`src/rtl/prog_clock_divider.sv`:
```
// Programmable integer clock divider (N >= 2) with a glitch-free enable and a
// req/ack ratio update that takes effect only on a period boundary.
module prog_clock_divider #(
    parameter int CNT_W     = 26,
    parameter int DIV_RESET = 1024
) (
    input  logic             clk,
    input  logic             rst_n,
    input  logic             en,
    input  logic [CNT_W-1:0] div_i,
    input  logic             upd_req,
    output logic             upd_ack,
    output logic             clk_out,
    output logic             tick,
    output logic             running
);

    typedef enum logic [0:0] {
        IDLE = 1'b0,
        RUN  = 1'b1
    } state_t;

    localparam logic [CNT_W-1:0] ZERO_C    = {CNT_W{1'b0}};
    localparam logic [CNT_W-1:0] ONE_C     = {{(CNT_W-1){1'b0}}, 1'b1};
    localparam logic [CNT_W-1:0] TWO_C     = {{(CNT_W-2){1'b0}}, 2'b10};
    localparam logic [CNT_W-1:0] DIV_RST_C = CNT_W'(DIV_RESET);

    // Ratios below 2 cannot form a high and a low phase, so they clamp to 2.
    function automatic logic [CNT_W-1:0] clamp_div(input logic [CNT_W-1:0] d);
        if (d < TWO_C) begin
            clamp_div = TWO_C;
        end else begin
            clamp_div = d;
        end
    endfunction

    state_t           state_r;
    state_t           state_nxt_s;
    logic [CNT_W-1:0] cnt_r;
    logic [CNT_W-1:0] cnt_nxt_s;
    logic [CNT_W-1:0] cur_div_r;
    logic [CNT_W-1:0] cur_div_nxt_s;
    logic [CNT_W-1:0] pend_div_r;
    logic [CNT_W-1:0] pend_div_nxt_s;
    logic             pend_vld_r;
    logic             pend_vld_nxt_s;
    logic             clk_out_r;
    logic             clk_out_nxt_s;
    logic             tick_r;
    logic             tick_nxt_s;
    logic             upd_ack_r;
    logic             upd_ack_nxt_s;
    logic             running_r;
    logic             running_nxt_s;

    logic             boundary_s;
    logic             apply_s;
    logic             upd_vld_s;
    logic [CNT_W-1:0] upd_div_s;

    // A request arriving on the apply edge bypasses the pending register.
    assign boundary_s = (state_r == RUN) && (cnt_r == (cur_div_r - ONE_C));
    assign apply_s    = (state_r == IDLE) || boundary_s;
    assign upd_vld_s  = upd_req || pend_vld_r;
    assign upd_div_s  = upd_req ? clamp_div(div_i) : pend_div_r;

    // State register.
    always_ff @(posedge clk or negedge rst_n) begin
        if (!rst_n) begin
            state_r <= IDLE;
        end else begin
            state_r <= state_nxt_s;
        end
    end

    // Next-state logic: RUN is left only at a period boundary.
    always_comb begin
        state_nxt_s = state_r;
        case (state_r)
            IDLE: begin
                if (en) begin
                    state_nxt_s = RUN;
                end else begin
                    state_nxt_s = IDLE;
                end
            end
            RUN: begin
                if (boundary_s && !en) begin
                    state_nxt_s = IDLE;
                end else begin
                    state_nxt_s = RUN;
                end
            end
            default: state_nxt_s = IDLE;
        endcase
    end

    // Ratio update path: capture, overwrite, or apply at the boundary.
    always_comb begin
        cur_div_nxt_s  = cur_div_r;
        pend_div_nxt_s = pend_div_r;
        pend_vld_nxt_s = pend_vld_r;
        upd_ack_nxt_s  = 1'b0;
        if (apply_s && upd_vld_s) begin
            cur_div_nxt_s  = upd_div_s;
            pend_vld_nxt_s = 1'b0;
            upd_ack_nxt_s  = 1'b1;
        end else if (upd_req) begin
            pend_div_nxt_s = clamp_div(div_i);
            pend_vld_nxt_s = 1'b1;
        end else begin
            pend_vld_nxt_s = pend_vld_r;
        end
    end

    // Output logic: next counter and registered clk_out/tick/running values.
    always_comb begin
        cnt_nxt_s     = ZERO_C;
        clk_out_nxt_s = 1'b0;
        tick_nxt_s    = 1'b0;
        running_nxt_s = (state_nxt_s == RUN);
        case (state_r)
            RUN: begin
                if (!boundary_s) begin
                    cnt_nxt_s     = cnt_r + ONE_C;
                    clk_out_nxt_s = (cnt_nxt_s < (cur_div_r >> 1));
                end else if (en) begin
                    clk_out_nxt_s = 1'b1;
                    tick_nxt_s    = 1'b1;
                end else begin
                    clk_out_nxt_s = 1'b0;
                end
            end
            IDLE: begin
                if (en) begin
                    clk_out_nxt_s = 1'b1;
                    tick_nxt_s    = 1'b1;
                end else begin
                    clk_out_nxt_s = 1'b0;
                end
            end
            default: begin
                cnt_nxt_s = ZERO_C;
            end
        endcase
    end

    // Datapath and output registers.
    always_ff @(posedge clk or negedge rst_n) begin
        if (!rst_n) begin
            cnt_r      <= ZERO_C;
            cur_div_r  <= DIV_RST_C;
            pend_div_r <= DIV_RST_C;
            pend_vld_r <= 1'b0;
            clk_out_r  <= 1'b0;
            tick_r     <= 1'b0;
            upd_ack_r  <= 1'b0;
            running_r  <= 1'b0;
        end else begin
            cnt_r      <= cnt_nxt_s;
            cur_div_r  <= cur_div_nxt_s;
            pend_div_r <= pend_div_nxt_s;
            pend_vld_r <= pend_vld_nxt_s;
            clk_out_r  <= clk_out_nxt_s;
            tick_r     <= tick_nxt_s;
            upd_ack_r  <= upd_ack_nxt_s;
            running_r  <= running_nxt_s;
        end
    end

    assign clk_out = clk_out_r;
    assign tick    = tick_r;
    assign upd_ack = upd_ack_r;
    assign running = running_r;

endmodule

```
`config.mk`:
```
export PLATFORM = sky130hd
export DESIGN_NAME = prog_clock_divider
export DESIGN_NICKNAME = d
export VERILOG_FILES = /design/src/rtl/prog_clock_divider.sv
export SDC_FILE = /design/constraint.sdc
export NUM_CORES = 1
export LEC_CHECK = 0
export CAP_MARGIN = 20
export CORE_ASPECT_RATIO = 0.5
export CORE_UTILIZATION = 50
export DETAILED_ROUTE_END_ITERATION = 16
export GPL_ROUTABILITY_DRIVEN = 0
export GPL_TIMING_DRIVEN = 0
export PLACE_DENSITY = 0.7
export SETUP_SLACK_MARGIN = 0.3
export SYNTH_ARGS = -nofsm -noshare
export SYNTH_HDL_FRONTEND = slang
export SYNTH_SLANG_ARGS = --single-unit
export TNS_END_PERCENT = 50
```
`constraint.sdc`:
```
create_clock -name clk -period 4.3 [get_ports clk]
set_input_delay 0.43 -clock clk [delete_from_list [all_inputs] [get_ports clk]]
set_output_delay 0.43 -clock clk [all_outputs]
set_load 0.1 [all_outputs]
```
; ---- Yosys cells after proc, flatten, opt, wreduce, memory -nomap -nowiden
; Cells that the tools add are included.
[op_classes]
reduce_logical = 7
mux = 14
n_shift = 0
n_mul = 0
n_bitwise = 1
eq_ne = 1
n_lt_le_gt_ge = 2
addsub = 2
div_mod_pow = 0
[ops]
columns = operator, n
row1 = $mux W26, 4
row2 = $add A26 B1 Y26 const B, 1
row3 = $eq A26 B26 Y1, 1
row4 = $lt A26 B2 Y1 const B, 1
row5 = $lt A26 B25 Y1, 1
row6 = $sub A26 B1 Y26 const B, 1
row7 = $mux W1, 7
row8 = $pmux W1 S2, 3
row9 = $logic_and A1 B1 Y1, 3
row10 = $logic_or A1 B1 Y1, 2
row11 = $reduce_bool A2 Y1, 1
row12 = $logic_not A1 Y1, 1
row13 = $not A1 Y1, 1
[totals]
latch_bits = 0
romBits = 0
elab_cells = 35
mem_bits_rw = 0
reg_bits = 83
inputBits = 30
mem_count = 0

; ---- Logic depth before layout (Yosys ltp)
; Gate-level depths: netlist of run 1.
[logic_depth]
word_depth = 6
mapped_depth = 16
depth_no_buf = 15

; ---- Least setup slack after synthesis of run 1
; Ideal clock, no wire load.
[synth_path]
path_type = reg2reg
from = register cur_div_r[4]
to = register cur_div_r[0]
setup_slack_ns = 1.013
path_stages_with_launch = 12
setup_ns = 0.128
n_path_buf = 3
required_ns = 4.172
arrival_time_ns = 3.160
path_cell_list = dfrtp_1 -> buf_2 -> or4_4 -> buf_6 -> nor4_4 -> nand2_1 -> or4_1 -> a311oi_1 -> nand4_1 -> buf_4 -> a21oi_4 -> mux2_1
[synth_between]
elab_chain_cells = 5
[synth_lines]
columns = item, line
row1 = "start, declared", 41  ; logic [CNT_W-1:0] cur_div_r;
row2 = "start signal, assigned", 161  ; cur_div_r <= cur_div_nxt_s;
row3 = $sub A26 B1 Y26, 62  ; assign boundary_s = (state_r == RUN) && (cnt_r == (cur_div_r - ONE_C));
row4 = $eq A26 B26 Y1, 62
row5 = $logic_and A1 B1 Y1, 62
row6 = $logic_or A1 B1 Y1, 63  ; assign apply_s = (state_r == IDLE) || boundary_s;
row7 = $logic_and A1 B1 Y1, 104  ; if (apply_s && upd_vld_s) begin
; Every way passes these cells.
; A chain may end at the register's enable or synchronous reset.

; ---- Worst setup path in the final report of run 1
[layout_path]
from = register cur_div_r[1]
to = register pend_div_r[22]
[layout_between]
elab_chain_cells = 5
[layout_lines]
columns = item, line
row1 = $sub A26 B1 Y26, 62
row2 = $eq A26 B26 Y1, 62
row3 = $logic_and A1 B1 Y1, 62
row4 = $logic_or A1 B1 Y1, 63
row5 = $logic_and A1 B1 Y1, 104
row6 = "end signal, assigned", 162  ; pend_div_r <= pend_div_nxt_s;
row7 = "end, declared", 43  ; logic [CNT_W-1:0] pend_div_r;
; Every way passes these cells.

==> results.md, run 1 <==
- Status: finished, final reports clean
- Required @ worst endpoint: around 4.5 ns
- I/O Buffers: 32
- Post-synthesis simple-gate area fraction: 0.199
- Clock root buffer: clkbuf_16
- H-tree levels: 3
- Layout net count: 752
- Vias: 5,311
- Synth unique cells: 64
- Commonest cells after routing, fill and taps aside: dfrtp_1, nand2_1, a21oi_1
- Initial antenna violation count: 0
- Sink Count: 83
- Most common cell on crit path: nand4_1
- Vias in the first global route: 4,870
- CP max-delay cell: or3b_2
- Fillers: 939
- Core ar.: around 0.011 mm^2
- Max_cap viols: 0
- Worst-path clk slew: 0.06 ns
- Slew margin rel.: 0.355
- Cells after Synth: roughly 650
- Share of cells above drive strength 1: 0.0656
- Critical-path cell list: inv_1 > ha_1 > or3b_2 > clkbuf_1 > or3_1 > a2111oi_2 > nand4_1 > nor4_1 > nand4_1 > nand3_2 > buf_4 > mux2_1
- Starting density of the core: 0.520
- Synth Register Bits: 83
- Top FF cell, synth: dfrtp_1
- Slowest stage delay, CP: about 0.44 ns
- Die outline area: 0.0120 mm^2
- CP arrival: 4.11 ns
- DP Worst Slack: 0.380 ns
- PD cells: 318 mW/mm^2
- Ys async rst share: 1.00
- CTS tree: yes
- Placed cell count: 829
- Wire per inst: 20.2 um
- Peak Freq: 257 MHz
- Final hold vios: 0
- Startpoint class of the critical path: flip-flop
- Post-CTS setup buffers: 0
- Final worst-path setup slack: just over 0.4 ns
- Final non-filler cell total: 846
- Setup Skew: 0.00688 ns
- Final WL: ~17 mm
- DRC: 0
- ANT nets after route: 0
- CTS Buf Count: 9
- Register area share after synthesis: 0.360
- Final critical-path share of the clock period: 0.904
- First-pass GRT wire length: about 27 mm
- Max FO, Critical Path: 10
- Global Route Usage Sum: 0.297
- Net Count, Synth: 707
- Worst setup EP type: flip-flop
- Syn_area_per_cell: 8.88 um^2
- Peak supply drop: 0.229 mV
- Diodes inserted: 0
- DRT iter0 DRCs: 662
- Yosys warns: 0
- Crit Path Class: reg -> reg
- Most common cell after layout, fill and taps aside: dfrtp_1
- Number of synthesized flops with an enable pin: 0
- Largest net degree at the start of global routing: 64
- Setup_tns: 0 ns
- I/O pin count: 34
- DRT Pass-1 Iters: 6
- Xor/xnor share of the synthesized area: 0.0772
- DP Wirelength: 12.7 mm
- Die width: 154 um
- Leak: approximately 3.0 nW
- Max Root-Sink Buffers: 2
- Largest family of logic cells by synthesized area: simple AND/OR/NAND/NOR gates
- RSZ-0062 raised after global routing: no
- Later-pin clock latency in the skew report: between 0.3 and 0.4 ns
- Site Rows: 27
- Layout area overhead: 15.4%
- Post-layout min period: 3.89 ns
- Post-synthesis mux area share: 0.0781
- Compound-Gate Fraction of Synth Area: 0.170
- Mapped Area: 0.00578 mm^2
- Final setup fails: 0
- Max Slew Vio Count: 0
- Synth Area in Adders: 0.0563
- Vias per inst: roughly 6.3
- Slew @ Worst Pin: between 0.9 and 1 ns
- Total grt overflow: 0
- Hold WS: 0.495 ns
- Die H: 78.0 um
- Hold crit path type: reg -> reg
[worst max-delay path: cells and delay by family, from the launching register on]
family / cells / cell delay (ns)
compound gates: 1 / 0.42
flops: 1 / 0.42
simple gates: 6 / 1.78
mux: 1 / 0.35
buf+inv: 3 / 0.59
fa+ha+maj: 1 / 0.21
[area by class of cell]
type | instances | area [um^2] | share of cell area
Buffer | 46 | 205 | 0.0307
Clock buffer | 10 | 229 | 0.0343
Clock inverter | 6 | 105 | 0.0157
Inverter | 37 | 139 | 0.0208
Multi-Input combinational cell | 485 | 3380 | 0.506
Sequential cell | 83 | 2080 | 0.312
Tap cell | 145 | 181 | 0.0272
Timing Repair Buffer | 34 | 355 | 0.0532
[report_power, final]
| part | leakage, nW | switching [mW] | internal (mW) |
|---|---|---|---|
| combinational | 1.84 | 0.216 | 0.139 |
| sequential | 1.02 | 0.0501 | 0.830 |
| clock | 0.166 | 0.322 | 0.565 |
| total | 3.02 | 0.587 | 1.53 |
[cells in the mapped netlist, drive strengths merged, types with 2 or more instances]
cell type,number,share of area
or3b,2,0.0030
a31oi,6,0.0065
o21ai,35,0.030
dfrtp,81,0.35
or4,8,0.012
a211oi,2,0.0026
mux2i,17,0.029
xor2,25,0.038
nand4,14,0.015
a41oi,2,0.0030
nor4,14,0.019
nand2,48,0.032
o22ai,17,0.018
a21oi,43,0.039
or3,3,0.0032
clkbuf,35,0.023
nor2b,8,0.0087
nor2,36,0.023
buf,11,0.013
nand2b,3,0.0032
a21o,4,0.0052
dfstp,2,0.0091
o22a,15,0.023
xnor2,26,0.039
mux2,25,0.049
inv,37,0.024
o31ai,3,0.0039
and4,5,0.0076
nor3,15,0.013
o211ai,3,0.0039
o2bb2ai,10,0.015
nand3,21,0.019
and3,26,0.028
ha,26,0.056
and2,4,0.0043
[worst paths after layout]
| check | depth (start not counted) | from | slack [ns] | endpoint |
|---|---|---|---|---|
| min in group asynchronous | 2 | rst_n | 0.51 | cnt_r[5] |
| hold / removal | 1 | pend_div_r[23] | 0.50 | pend_div_r[23] |
| setup / recovery | 12 | cur_div_r[1] | 0.41 | pend_div_r[22] |
| setup reg to reg | 12 | cur_div_r[1] | 0.41 | pend_div_r[22] |
| max in group asynchronous | 3 | rst_n | 3.14 | pend_div_r[10] |
| hold reg to reg | 1 | pend_div_r[23] | 0.50 | pend_div_r[23] |
[metrics by stage]
step                      utilization  power (mW)  instance area [um^2]
after global routing            0.601        2.20                  6680
after CTS                       0.599        2.11                  6650
after floorplan                     -        1.09                  5780
after detailed placement        0.568        1.23                  6310
final                           0.601        2.12                  6680
after global placement          0.565        1.22                  6280
[cells by family after synthesis]
group | after synthesis
mux | 42
xor+xnor | 51
buf+inv | 83
simple gates | 213
compound gates | 153
flops | 83
fa+ha+maj | 26
[sequential cells by signal, summed over array words and instances (netlist names)]
name and flops:
cur_div_r 26, tick 1, pend_vld_r 1, upd_ack 1
running 1, pend_div_r 26, cnt_r 26, clk_out 1
[routing by layer]
| metal | track usage | wire [um] | vias up |
|---|---|---|---|
| li1 | - | - | 2442 |
| met1 | 0.451 | 8360 | 2607 |
| met2 | 0.431 | 7020 | 237 |
| met3 | 0.0629 | 1550 | 25 |
| met4 | 0.0580 | 165 | 0 |
| met5 | 0 | 0 | - |
[repair_timing]
action,4_1_cts,5_1_grt
hold buffers,1,0
endpoints found under the hold margin,20,0
gates resized for setup,0,6
endpoints found under the setup margin,0,66
Power figures use the tool's default switching activity.
==> run 2, diff against run 1 <==
Settings changed: ABC_CLOCK_PERIOD_IN_PS from default to 4300.
==> results of run 2 <==
The final DEF is identical to that of run 1; final timing and power are the same.
==> run 3, diff against run 2 <==
Settings changed: ABC_CLOCK_PERIOD_IN_PS 4300 to default.
==> results of run 3 <==
The final DEF is identical to that of run 1; final timing and power are the same.
